**src/rtl/iz_param_serializer.sv**
```systemverilog
// rtl/iz_param_serializer.sv - serializes the a/b/c/d IZ parameter words onto the load_mode/serial_data pair
module iz_param_serializer #(
  parameter int PARAM_WIDTH = 16,
  parameter int NUM_PARAMS  = 4,
  parameter int GAP_CYCLES  = 2
) (
  input  logic                   clk,
  input  logic                   reset,
  input  logic                   enable,
  input  logic                   start,
  input  logic [PARAM_WIDTH-1:0] param_a,
  input  logic [PARAM_WIDTH-1:0] param_b,
  input  logic [PARAM_WIDTH-1:0] param_c,
  input  logic [PARAM_WIDTH-1:0] param_d,
  output logic                   load_mode,
  output logic                   serial_data,
  output logic                   busy,
  output logic                   done
);

  // The port list carries four words, so the frame is always a, b, c, d.
  localparam int FRAME_W = NUM_PARAMS * PARAM_WIDTH;
  localparam int BIT_W   = (FRAME_W > 1) ? $clog2(FRAME_W) : 1;
  localparam int GAP_W   = (GAP_CYCLES > 0) ? $clog2(GAP_CYCLES + 1) : 1;

  localparam logic [BIT_W-1:0] BIT_LAST = BIT_W'(FRAME_W - 1);
  localparam logic [GAP_W-1:0] GAP_LAST = GAP_W'((GAP_CYCLES > 0) ? GAP_CYCLES - 1 : 0);

  localparam logic [1:0] S_IDLE  = 2'd0;
  localparam logic [1:0] S_SHIFT = 2'd1;
  localparam logic [1:0] S_GAP   = 2'd2;
  localparam logic [1:0] S_DONE  = 2'd3;

  logic [1:0]         state;
  logic [FRAME_W-1:0] shreg;
  logic [BIT_W-1:0]   bit_cnt;
  logic [GAP_W-1:0]   gap_cnt;

  // Frame sequencer: every register, outputs included, advances only on enabled cycles.
  always_ff @(posedge clk or negedge reset) begin
    if (!reset) begin
      state       <= S_IDLE;
      shreg       <= '0;
      bit_cnt     <= '0;
      gap_cnt     <= '0;
      load_mode   <= 1'b0;
      serial_data <= 1'b0;
      busy        <= 1'b0;
      done        <= 1'b0;
    end else if (enable) begin
      case (state)
        // DONE behaves like IDLE for start so back-to-back frames lose no cycle.
        S_IDLE, S_DONE: begin
          done <= 1'b0;
          if (start) begin
            shreg       <= {param_a, param_b, param_c, param_d};
            serial_data <= param_a[PARAM_WIDTH-1];
            load_mode   <= 1'b1;
            busy        <= 1'b1;
            bit_cnt     <= '0;
            state       <= S_SHIFT;
          end else begin
            busy  <= 1'b0;
            state <= S_IDLE;
          end
        end
        S_SHIFT: begin
          if (bit_cnt == BIT_LAST) begin
            load_mode   <= 1'b0;
            serial_data <= 1'b0;
            bit_cnt     <= '0;
            if (GAP_CYCLES == 0) begin
              busy  <= 1'b0;
              done  <= 1'b1;
              state <= S_DONE;
            end else begin
              state <= S_GAP;
            end
          end else begin
            // serial_data already shows shreg's MSB; present the one below it.
            shreg       <= shreg << 1;
            serial_data <= shreg[FRAME_W-2];
            bit_cnt     <= bit_cnt + BIT_W'(1);
          end
        end
        S_GAP: begin
          if (gap_cnt == GAP_LAST) begin
            gap_cnt <= '0;
            busy    <= 1'b0;
            done    <= 1'b1;
            state   <= S_DONE;
          end else begin
            gap_cnt <= gap_cnt + GAP_W'(1);
          end
        end
        default: begin
          state <= S_IDLE;
        end
      endcase
    end
  end

endmodule

```
**config.mk**
```make
export PLATFORM = sky130hd
export DESIGN_NAME = iz_param_serializer
export DESIGN_NICKNAME = d
export VERILOG_FILES = /design/src/rtl/iz_param_serializer.sv
export SDC_FILE = /design/constraint.sdc
export NUM_CORES = 1
export LEC_CHECK = 0
export ABC_AREA = 1
export CAP_MARGIN = 5
export CORE_MARGIN = 2
export CORE_UTILIZATION = 51
export DETAILED_ROUTE_END_ITERATION = 12
export GPL_TIMING_DRIVEN = 0
export PLACE_DENSITY_LB_ADDON = 0.2
export SLEW_MARGIN = 10
export SYNTH_ARGS = -nofsm -noshare
export SYNTH_HDL_FRONTEND = slang
export SYNTH_SLANG_ARGS = --single-unit
```
**constraint.sdc**
```tcl
create_clock -name clk -period 3.4 [get_ports clk]
set_input_delay 0.51 -clock clk [delete_from_list [all_inputs] [get_ports clk]]
set_output_delay 0.51 -clock clk [all_outputs]
set_load 0.03 [all_outputs]
```
* After elaboration in Yosys (flattened, before gate mapping)
Index checks and enable logic that the tools add are counted.
Widths: inputs -> output; s select.
** Operators by class
- Add/sub/neg operators :: 2
- Eq/ne operators :: 9
- Mux-type cells :: 22
- Reductions and logical operators :: 10
** Operators with widths (count)
- $mux 63 :: 2
- $pmux 63 s2 :: 1
- $mux 6 :: 2
- $pmux 6 s2 :: 1
- $reduce_and 3->1 :: 3
- $mux 1 :: 8
- $ne 2x2->1 const B :: 4
- $pmux 1 s2 :: 4
- $reduce_and 4->1 :: 2
- $add 6x1->6 const B :: 1
- $eq 6x6->1 const B :: 1
- $mux 2 :: 3
- $pmux 2 s3 :: 1
- $eq 2x1->1 const B :: 2
- $eq 2x2->1 const B :: 2
- $reduce_bool 2->1 :: 2
- $add 2x1->2 const B :: 1
- $logic_not 2->1 :: 1
- $reduce_and 2->1 :: 1
- $reduce_or 2->1 :: 1
** Storage, ports and cells
- Word-level logic and storage cells :: 51
- Output and inout port bits :: 4
- Input bits :: 68
- Flip-flop bits (word level) :: 77

* Logic depth before layout (Yosys ltp)
Gate-level depths: netlist (run 1).
- Word-level depth :: 4
- Mapped depth :: 9
- Depth with buffers taken out :: 9

* Least setup slack after synthesis (run 1)
OpenSTA, ideal clock, no wires.
- Path kind :: reg-to-reg
- Start point :: reg state[0]
- End point :: reg shreg[10]
- Period minus slack after synthesis :: 1.524 ns
- Arrival :: 1.458 ns
- Library setup time :: 0.067 ns
- Required time :: 3.333 ns
- Buffers on the path :: 1
- Stages on the path, launching flop included :: 9
- Setup slack :: 1.876 ns
- Cells stage by stage :: dfrtp_1 inv_1 ha_1 nand2_1 nand2_2 clkinv_2 clkbuf_1 nand4_1 nand2_1
** Between the ends
- Cells in the longest elaborated chain, start to end :: 4
- Elaborated cells on any way between the ends :: 9
- Classes of those cells :: 4 x eq/ne; 1 x mux; 4 x reduce/logical
** Ends and longest elaborated chain
- start: declaration :: line 34 : logic [1:0] state;
- start signal: assignment :: line 42 : state <= S_IDLE;
- start signal: assignment :: line 61 : state <= S_SHIFT;
- start signal: assignment :: line 64 : state <= S_IDLE;
- $eq 2x2->1 or $logic_not 2->1 (tied branches) :: line 51 : case (state)
- $reduce_or 2->1 :: line 51
- $ne 2x2->1 (no source line) or $reduce_bool 2->1 (tied branches)
- $reduce_and 4->1 (no source line)
- end signal: assignment :: line 56 : shreg <= {param_a, param_b, param_c, param_d};
- end signal: assignment :: line 81 : shreg <= shreg << 1;
- end: declaration :: line 35 : logic [FRAME_W-1:0] shreg;
Several ways; a longest one is shown, not always the timed one.
A chain may end at the register's enable or synchronous reset.

* Final worst setup path (run 1)
- Start point :: reg state[0]
- End point :: reg shreg[39]
The elaborated chain is that of the path after synthesis.

==> metrics, run 1 <==
outcome finished, final reports clean; cells along the critical path inv_1, ha_1, nand2_1, nand2_2, clkinv_2, clkbuf_1, nand4_1, nand2_1; kind of start point of the critical path flip-flop; post-cts hold buffer count 0; slowest CP cell dfrtp_1; Syn Area/Cell 7.13 µm²; post-synthesis cell count 579; met3 track utilization from global routing 3.85%; # nets final 733; Reg clk slew, reported paths 0.07 ns; CP Capture Type flip-flop; final wirelength 9500 µm; Core Area 7770 µm²; WP data arrival 2.16 ns; PwrDens 802 nW/µm²; average wire per standard cell 12.4 µm; Initial Util 53.1%; largest net degree at the start of global routing 58; Least-Margin Pin Slew 0.443 ns; # diodes 0; Critical Path Most Common Cell nand2_1; total global-route track usage 22.7%; top cell type's share of synthesized area 46.7%; Die ar. 8830 µm²; synth unique cells 23; clock sinks 77; Max Cap Viol 0; most frequent cells in the layout nand2_1, dfrtp_1, clkdlybuf4s50_1; critical path's largest stage delay 0.38 ns; layout cell share with drive strength beyond 1 6.93%; Pre-Repair DR Iteration Count 5; CTS tree yes; GP Congestion 0.837; later-pin clock latency in the skew report 0.34 ns; initial antenna violation count 0; global-route wire length before repair 16,000 µm; Seq/Total Area, Yosys 46.7%; Rel. slew slack 70.5%; port bufs 71; worst hold slack 0.0503 ns; Pleak 2.76 nW; DR iter-0 viols 253; total power draw 4.13 mW; Final HPWL DP 6420 µm; CTS buffer count 9; Final ANT Viol Nets 0; Fin. Hold Viols 0; # IOs 72; upper clock frequency limit 533 MHz; CP required 3.68 ns; Area growth syn-to-layout 24.7%; critical path class reg -> reg; WP buf/inv 3; grt peak-use layer met2; most common cell after layout, fill and taps aside nand2_1; number of H-tree levels 3; Vias 3,928; Peak VDD IR 434 µV; Hold WC Path Type in -> async; RSZ-0062 raised after global routing false; GR Util met1 31.7%; post-synthesis net count 650; Fillers 689; dominant cell type by area after synthesis dfrtp_1; via count of the first global-routing pass 3,575; Ys Warns 0; period utilization 55.2%; Min Clock Period, post-route 1.88 ns; synth top area cells dfrtp_1, nand2_1, nand4_1; die height 94.0 µm; std cell rows 32; overall die width 94.0 µm; Setup violations, final 0; setup bufs post-CTS 0; Synth Register Bits 77; Post-CTS Resized 0; kind of cell adding the most delay to the critical path buffers and inverters; Worst Skew 0.00672 ns; global route total overflow 0; Max Fanout on Critical Path 10; Vias/cell 5.13; maximum clock path buffer count 2; met2 Use GR 35.8%; # DRC 0; fin. max-slew vios 0; Mapped Area 4130 µm²; clock root buffer master clkbuf_8
per-stage QoR:
step / util, % / cells / TNS [ns] / setup slack, ns / area [µm²]
final: 66.2 / 766 / 0 / 1.52 / 5140
after global placement: 63.9 / 752 / -71.59 / -0.935 / 4960
after floorplan: - / 579 / 0 / 1.88 / 4130
after global routing: 66.2 / 766 / 0 / 1.37 / 5140
after CTS: 66.2 / 766 / 0 / 1.51 / 5140
after detailed placement: 64.2 / 753 / 0 / 1.33 / 4990
cell usage after synthesis:
cell and instances:
nor2_2 2, ha_1 3, o21ai_0 7, nor3_1 1
nand3_1 9, dfrtp_1 77, xnor2_1 1, a21oi_1 2
or2_2 1, buf_2 16, nand4_1 63, o211ai_1 1
clkinv_2 1, buf_1 6, nor2_1 7, nand2_2 2
buf_6 6, nand2_1 345, nand3_2 1, inv_1 15
inv_2 2, clkbuf_1 10, nand3_4 1
per-layer routing:
metal	part of all wire [%]	wire length, µm	vias to the layer above
li1	-	-	2014
met4	1.8	171	0
met1	47	4450	1774
met2	46	4360	126
met3	5.4	515	14
met5	0	0	-
layout make-up:
class                      instances  area (µm²)  area share (%)
sequential                        77        1930            37.5
multi-input combinational        446        1920            37.4
timing repair buffer              72         736            14.3
buffer                            38         208            4.04
clock buffer                      11         141            2.75
tap                              102         128            2.48
inverter                          18        68.8            1.34
clock inverter                     2        12.5           0.243
registers in the layout, summed over array words and instances (netlist names):
| signal | flops |
|---|---|
| serial_data | 1 |
| gap_cnt | 2 |
| busy | 1 |
| load_mode | 1 |
| shreg | 63 |
| bit_cnt | 6 |
| done | 1 |
| state | 2 |
worst reg2reg max path, delay by kind of cell (launching register included):
kind / cells / cell delay [ns]
flops: 1 / 0.38
buf+inv: 3 / 0.60
fa+ha+maj: 1 / 0.37
simple gates: 4 / 0.47
kinds of logic (layout without fill, tap and decap cells):
logic type	Yosys count	count (layout)	synth area share (%)
buffers and inverters	56	141	6.70
DFF	77	77	46.7
xor gates and xnor gates	1	1	0.212
and+or+nand+nor	432	432	44.2
adders and majority gates	3	3	0.910
AOI/OAI and AO/OA	10	10	1.27
report_power, final:
group          switching [mW]  internal, mW  total (mW)
clock                   0.305         0.272       0.577
sequential              0.208          1.31        1.52
combinational            1.31         0.721        2.03
total                    1.82          2.31        4.13
final timing paths:
check / from / to / slack, ns / depth (start not counted)
worst min-delay path: reset / gap_cnt[0] / 0.05 / 1
worst max register to register: state[0] / shreg[39] / 1.52 / 8
worst max-delay path: state[0] / shreg[39] / 1.52 / 8
min in group clk: shreg[31] / shreg[31] / 0.47 / 2
worst min register to register: shreg[31] / shreg[31] / 0.47 / 2
max in group asynchronous: reset / shreg[17] / 2.77 / 2
No activity file was read; power rests on OpenSTA's default activity.
==> run 2: changes to the inputs <==
--- a/config.mk
+++ b/config.mk
@@ -8,7 +8,7 @@
 export ABC_AREA = 1
 export CAP_MARGIN = 5
 export CORE_MARGIN = 2
-export CORE_UTILIZATION = 51
+export CORE_UTILIZATION = 48
 export DETAILED_ROUTE_END_ITERATION = 12
 export GPL_TIMING_DRIVEN = 0
 export PLACE_DENSITY_LB_ADDON = 0.2
==> constraint.sdc (replaced) <==
create_clock -name clk -period 1.6 [get_ports clk]
set_input_delay 0.24 -clock clk [delete_from_list [all_inputs] [get_ports clk]]
set_output_delay 0.24 -clock clk [all_outputs]
set_load 0.03 [all_outputs]
==> metrics, run 2 (synthesis results as in run 1) <==
Setup WS post-layout 0.0318 ns (-1.49 ns); initial antenna violation count 0 (unchanged); Area growth syn-to-layout 31.5%; Reg clk slew, reported paths 0.08 ns (about the same); Core Area 8260 µm² (+6.3%); Largest Register shreg; R2R Path Start bit_cnt[0]; total global-route track usage 22.5% (-0.21 points); CTS tree yes; DR iter-0 viols 169 (-33%); Fin. Hold Viols 0 (unchanged); port bufs 71 (unchanged); max reg flops 63 (unchanged); Pre-Repair DR Iteration Count 4 (-1); Setup violations, final 0 (unchanged); Initial Util 50.0% (-3.2 points); # diodes 0 (unchanged); total power draw 9.61 mW (+130%); CTS buffer count 9 (unchanged); final wirelength 10,300 µm (+8.0%); CP required 1.84 ns (-1.84 ns); NetSw 4.20 mW (+130%); number of H-tree levels 3 (unchanged); Final ANT Viol Nets 0 (unchanged); global-route wire length before repair 17,700 µm (+11%); fin. max-slew vios 0 (unchanged); Peak VDD IR 944 µV (+120%); Pleak 2.90 nW (+5.1%); Max Cap Viol 0 (unchanged); upper clock frequency limit 638 MHz (+20%); clock root buffer master clkbuf_8; die height 96.7 µm (+2.9%); Rel. slew slack 66.8% (-3.7 points); CP Capture Type flip-flop; most common cell after layout, fill and taps aside nand2_1; clock sinks 77 (unchanged); Final HPWL DP 6780 µm (+5.6%); maximum clock path buffer count 2 (unchanged); period utilization 98.0% (+43 points); kind of start point of the critical path flip-flop; Die ar. 9350 µm² (+6.0%); Cell Int Power 5.41 mW (+130%); Vias/cell 5.24 (+2.1%); largest net degree at the start of global routing 41 (-29%); global route total overflow 0 (unchanged); average wire per standard cell 13.1 µm (+6.1%); Max Fanout on Critical Path 10 (unchanged); RSZ-0062 raised after global routing true; GP Congestion 0.813 (-2.8%); combinational power share 51.6% (+2.4 points); std cell rows 33 (+3.1%); WP data arrival 1.81 ns (-0.35 ns); Hold WC Path Type in -> async; # DRC 0 (unchanged); sequential power share 33.9% (-3.0 points); # nets final 742 (+1.2%); most frequent cells in the layout nand2_1, dfrtp_1, clkdlybuf4s50_1; switching part of the total 43.7% (-0.40 points); Regs by FF count shreg: 63 flops, bit_cnt: 6 flops; Setup WS pre-CTS -0.278 ns (-1.61 ns); Min Clock Period, post-route 1.57 ns (-0.307 ns); overall die width 96.7 µm (+2.9%); Clk pwr share 14.6% (+0.6 points); outcome finished, final reports clean; Fillers 723 (+4.9%); layout cell share with drive strength beyond 1 11.9% (+4.9 points); via count of the first global-routing pass 3,848 (+7.6%); critical path class reg -> reg; # IOs 72 (unchanged); Worst Skew 0.00921 ns (+0.00250 ns); Least-Margin Pin Slew 0.498 ns (+0.0554 ns); later-pin clock latency in the skew report 0.35 ns (about the same); Vias 4,085 (+4.0%); PwrDens 1770 nW/µm² (+120%); Critical path origin bit_cnt[0]
## run 2: power by group through the flow
stage / sequential (mW) / clock [mW] / combinational, mW
finish: 3.25 / 1.40 / 4.96
global route: 3.35 / 1.50 / 5.62
CTS: 3.24 / 1.43 / 4.62
detailed placement: 3.27 / 0 / 4.33
global placement: 3.24 / 0 / 4.19
floorplan: 3.24 / 0 / 3.12
## run 2: path summary, 6_finish.rpt
| path | to | slack, ns | depth (start not counted) |
|---|---|---|---|
| max | shreg[51] | 0.03 | 7 |
| min | shreg[23] | 0.40 | 2 |
| max reg2reg | shreg[51] | 0.03 | 7 |
| min reg2reg | load_mode | 0.47 | 2 |
| max in group asynchronous | shreg[49] | 0.62 | 3 |
| min in group clk | load_mode | 0.47 | 2 |
## run 2: stage by stage
step / cell area [µm²] / utilization, % / TNS (ns) / hold slack (ns) / instances
finish: 5430 / 65.7 / 0 / 0.395 / 780
global placement: 4970 / 60.2 / -199.60 / 0.454 / 755
CTS: 5290 / 64.1 / 0 / 0.408 / 774
global route: 5430 / 65.7 / -1.17 / 0.440 / 780
detailed placement: 4990 / 60.4 / -14.45 / 0.237 / 756
floorplan: 4130 / - / 0 / -0.0556 / 579
## run 2: cell type report
type	count	area, µm²	share of cell area, %
plain buffers	38	310	5.72
inverters	18	82.6	1.52
flip-flops and latches	77	1930	35.5
multi-input cells	448	2010	37.0
well taps	105	131	2.42
repair buffers	78	772	14.2
clock buffers	12	165	3.04
clock inverters	3	20.0	0.369
repair inverters	1	8.76	0.161
## run 2: critical path, stage by stage, from the launching register on
cell     delay [ns]
dfrtp_1        0.40
ha_2           0.22
nand3_2        0.13
nor2_4         0.18
nand2_2        0.15
buf_2          0.21
nand4_1        0.10
nand2_1        0.06
## run 2: routing by layer
metal / vias to the layer above / part of all wire [%] / GRT usage [%]
li1: 2036 / - / -
met1: 1920 / 45 / 31.3
met2: 119 / 48 / 35.7
met3: 10 / 5.5 / 5.20
met4: 0 / 1.3 / 5.85
met5: - / 0 / 0
## run 2: timing repair
action,4_1_cts,5_1_grt
hold buffers,1,0
setup buffers,0,4
hold endpoints to repair,37,0
pin swaps,0,4
gates resized for setup,43,39
setup endpoints to repair,74,70
cloned,2,2
==> run 3: changes to the inputs <==
--- a/config.mk
+++ b/config.mk
@@ -8,7 +8,7 @@
 export ABC_AREA = 1
 export CAP_MARGIN = 5
 export CORE_MARGIN = 2
-export CORE_UTILIZATION = 48
+export CORE_UTILIZATION = 51
 export DETAILED_ROUTE_END_ITERATION = 12
 export GPL_TIMING_DRIVEN = 0
 export PLACE_DENSITY_LB_ADDON = 0.2
==> constraint.sdc (replaced) <==
create_clock -name clk -period 1.67 [get_ports clk]
set_input_delay 0.2505 -clock clk [delete_from_list [all_inputs] [get_ports clk]]
set_output_delay 0.2505 -clock clk [all_outputs]
set_load 0.03 [all_outputs]
==> metrics, run 3 (synthesis results as in run 1) <==
most common cell after layout, fill and taps aside nand2_1; Core Area 7770 µm² (-5.9%); sequential power share 34.4% (+0.5 points); Clk pwr share 13.2% (-1.4 points); # diodes 0 (unchanged); Rel. slew slack 73.2% (+6.4 points); overall die width 94.0 µm (-2.9%); fin. max-slew vios 0 (unchanged); Vias/cell 5.16 (-1.5%); later-pin clock latency in the skew report 0.35 ns (about the same); R2R setup slack 0.04 ns (about the same); Max Fanout on Critical Path 10 (unchanged); # DRC 0 (unchanged); Hold WC Path Type in -> async; Initial Util 53.1% (+3.2 points); Placement Cell Area 4990 µm² (about the same); CTS buffer count 9 (unchanged); critical path class reg -> reg; Min Clock Period, post-route 1.63 ns (+0.0618 ns); upper clock frequency limit 613 MHz (-3.8%); combinational power share 52.4% (+0.8 points); DR iter-0 viols 255 (+51%); Final HPWL DP 6420 µm (-5.3%); Setup violations, final 0 (unchanged); final instance area 5370 µm² (-1.1%); Pre-Repair DR Iteration Count 6 (+2); WP data arrival 1.87 ns (+0.06 ns); # nets final 743 (+0.13%); global-route wire length before repair 16,000 µm (-9.8%); NetSw 3.92 mW (-6.8%); Fin. Hold Viols 0 (unchanged); Least-Margin Pin Slew 0.398 ns (-0.101 ns); most frequent cells in the layout nand2_1, dfrtp_1, clkdlybuf4s50_1; worst hold slack 0.327 ns (-0.0683 ns); Max Cap Viol 0 (unchanged); Vias 4,005 (-2.0%); port bufs 71 (unchanged); global route total overflow 0 (unchanged); clock root buffer master clkbuf_8; Reg clk slew, reported paths 0.08 ns (about the same); PwrDens 1680 nW/µm² (-4.9%); CTS tree yes; final wirelength 9870 µm (-3.8%); average wire per standard cell 12.7 µm (-3.3%); die height 94.0 µm (-2.9%); period utilization 97.6% (-0.40 points); largest net degree at the start of global routing 58 (+41%); std cell rows 32 (-3.0%); Setup TNS 0 ns (unchanged); Worst Skew 0.00692 ns (-0.00230 ns); Die ar. 8830 µm² (-5.6%); kind of start point of the critical path flip-flop; Final ANT Viol Nets 0 (unchanged); Pleak 2.89 nW (-0.24%); Area growth syn-to-layout 30.1%; clock sinks 77 (unchanged); Final Core Density 69.1% (+3.4 points); CP required 1.91 ns (+0.07 ns); max reg flops 63 (unchanged); Peak VDD IR 859 µV (-9.0%); Cell Int Power 5.12 mW (-5.3%); switching part of the total 43.3% (-0.38 points); via count of the first global-routing pass 3,607 (-6.3%); Largest Register shreg; total global-route track usage 22.7% (+0.27 points); maximum clock path buffer count 2 (unchanged); GP Congestion 0.837 (+2.9%); # IOs 72 (unchanged); initial antenna violation count 0 (unchanged); CP Capture Type flip-flop; number of H-tree levels 3 (unchanged); layout cell share with drive strength beyond 1 11.1% (-0.72 points); outcome finished, final reports clean; RSZ-0062 raised after global routing true; Regs by FF count shreg: 63 flops, bit_cnt: 6 flops
## run 3: per-layer routing
layer / vias to the layer above / part of all wire (%) / track usage [%]
met4: 0 / 1.5 / 8.70
met3: 15 / 5.5 / 4.09
met2: 131 / 46 / 35.8
li1: 2038 / - / -
met1: 1821 / 47 / 31.4
met5: - / 0 / 0
## run 3: path summary, 6_finish.rpt
check / to / cells past startpoint / from
max: shreg[50] / 10 / state[1]
min: gap_cnt[0] / 2 / reset
max reg2reg: shreg[50] / 10 / state[1]
min reg2reg: shreg[17] / 2 / shreg[17]
max in group asynchronous: shreg[17] / 3 / reset
min in group clk: shreg[17] / 2 / shreg[17]
## run 3: cell type report
cell class / count / area, µm²
fillers: 660 / 2400
multi-input cells: 446 / 1970
flip-flops and latches: 77 / 1930
repair buffers: 81 / 827
plain buffers: 38 / 273
clock buffers: 11 / 141
well taps: 102 / 128
inverters: 18 / 80.1
clock inverters: 2 / 12.5
repair inverters: 1 / 5.00
## run 3: timing repair
item,in CTS,in global routing
gates cloned,0,2
pin swaps,1,2
resized for setup,13,48
hold endpoints to repair,20,0
setup endpoints to repair,64,70
hold buffers,1,0
buffers inserted,1,6
## run 3: per-stage QoR
step           cells  power, mW  setup slack, ns
6_report         776       9.04           0.0400
5_1_grt          776       9.79          -0.0481
4_1_cts          768       8.50          -0.0489
3_5_place_dp     753       7.23           -0.145
3_3_place_gp     752       7.11            -2.41
2_1_floorplan    579       6.09            0.146
## run 3: critical path: stages (launching register included)
cell and delay [ns]:
dfrtp_1 0.43, inv_1 0.08, ha_1 0.17, buf_6 0.15, nor2_4 0.06, inv_4 0.12
nand3_4 0.10, buf_4 0.16, buf_6 0.13, nand2_1 0.07, nand2_1 0.05
## run 3: power groups by stage
| stage | logic (mW) | clock network [mW] | registers, mW |
|---|---|---|---|
| finish | 4.74 | 1.19 | 3.11 |
| global placement | 4.02 | 0 | 3.09 |
| global route | 5.31 | 1.29 | 3.19 |
| detailed placement | 4.12 | 0 | 3.12 |
| floorplan | 2.99 | 0 | 3.10 |
| CTS | 4.21 | 1.20 | 3.09 |
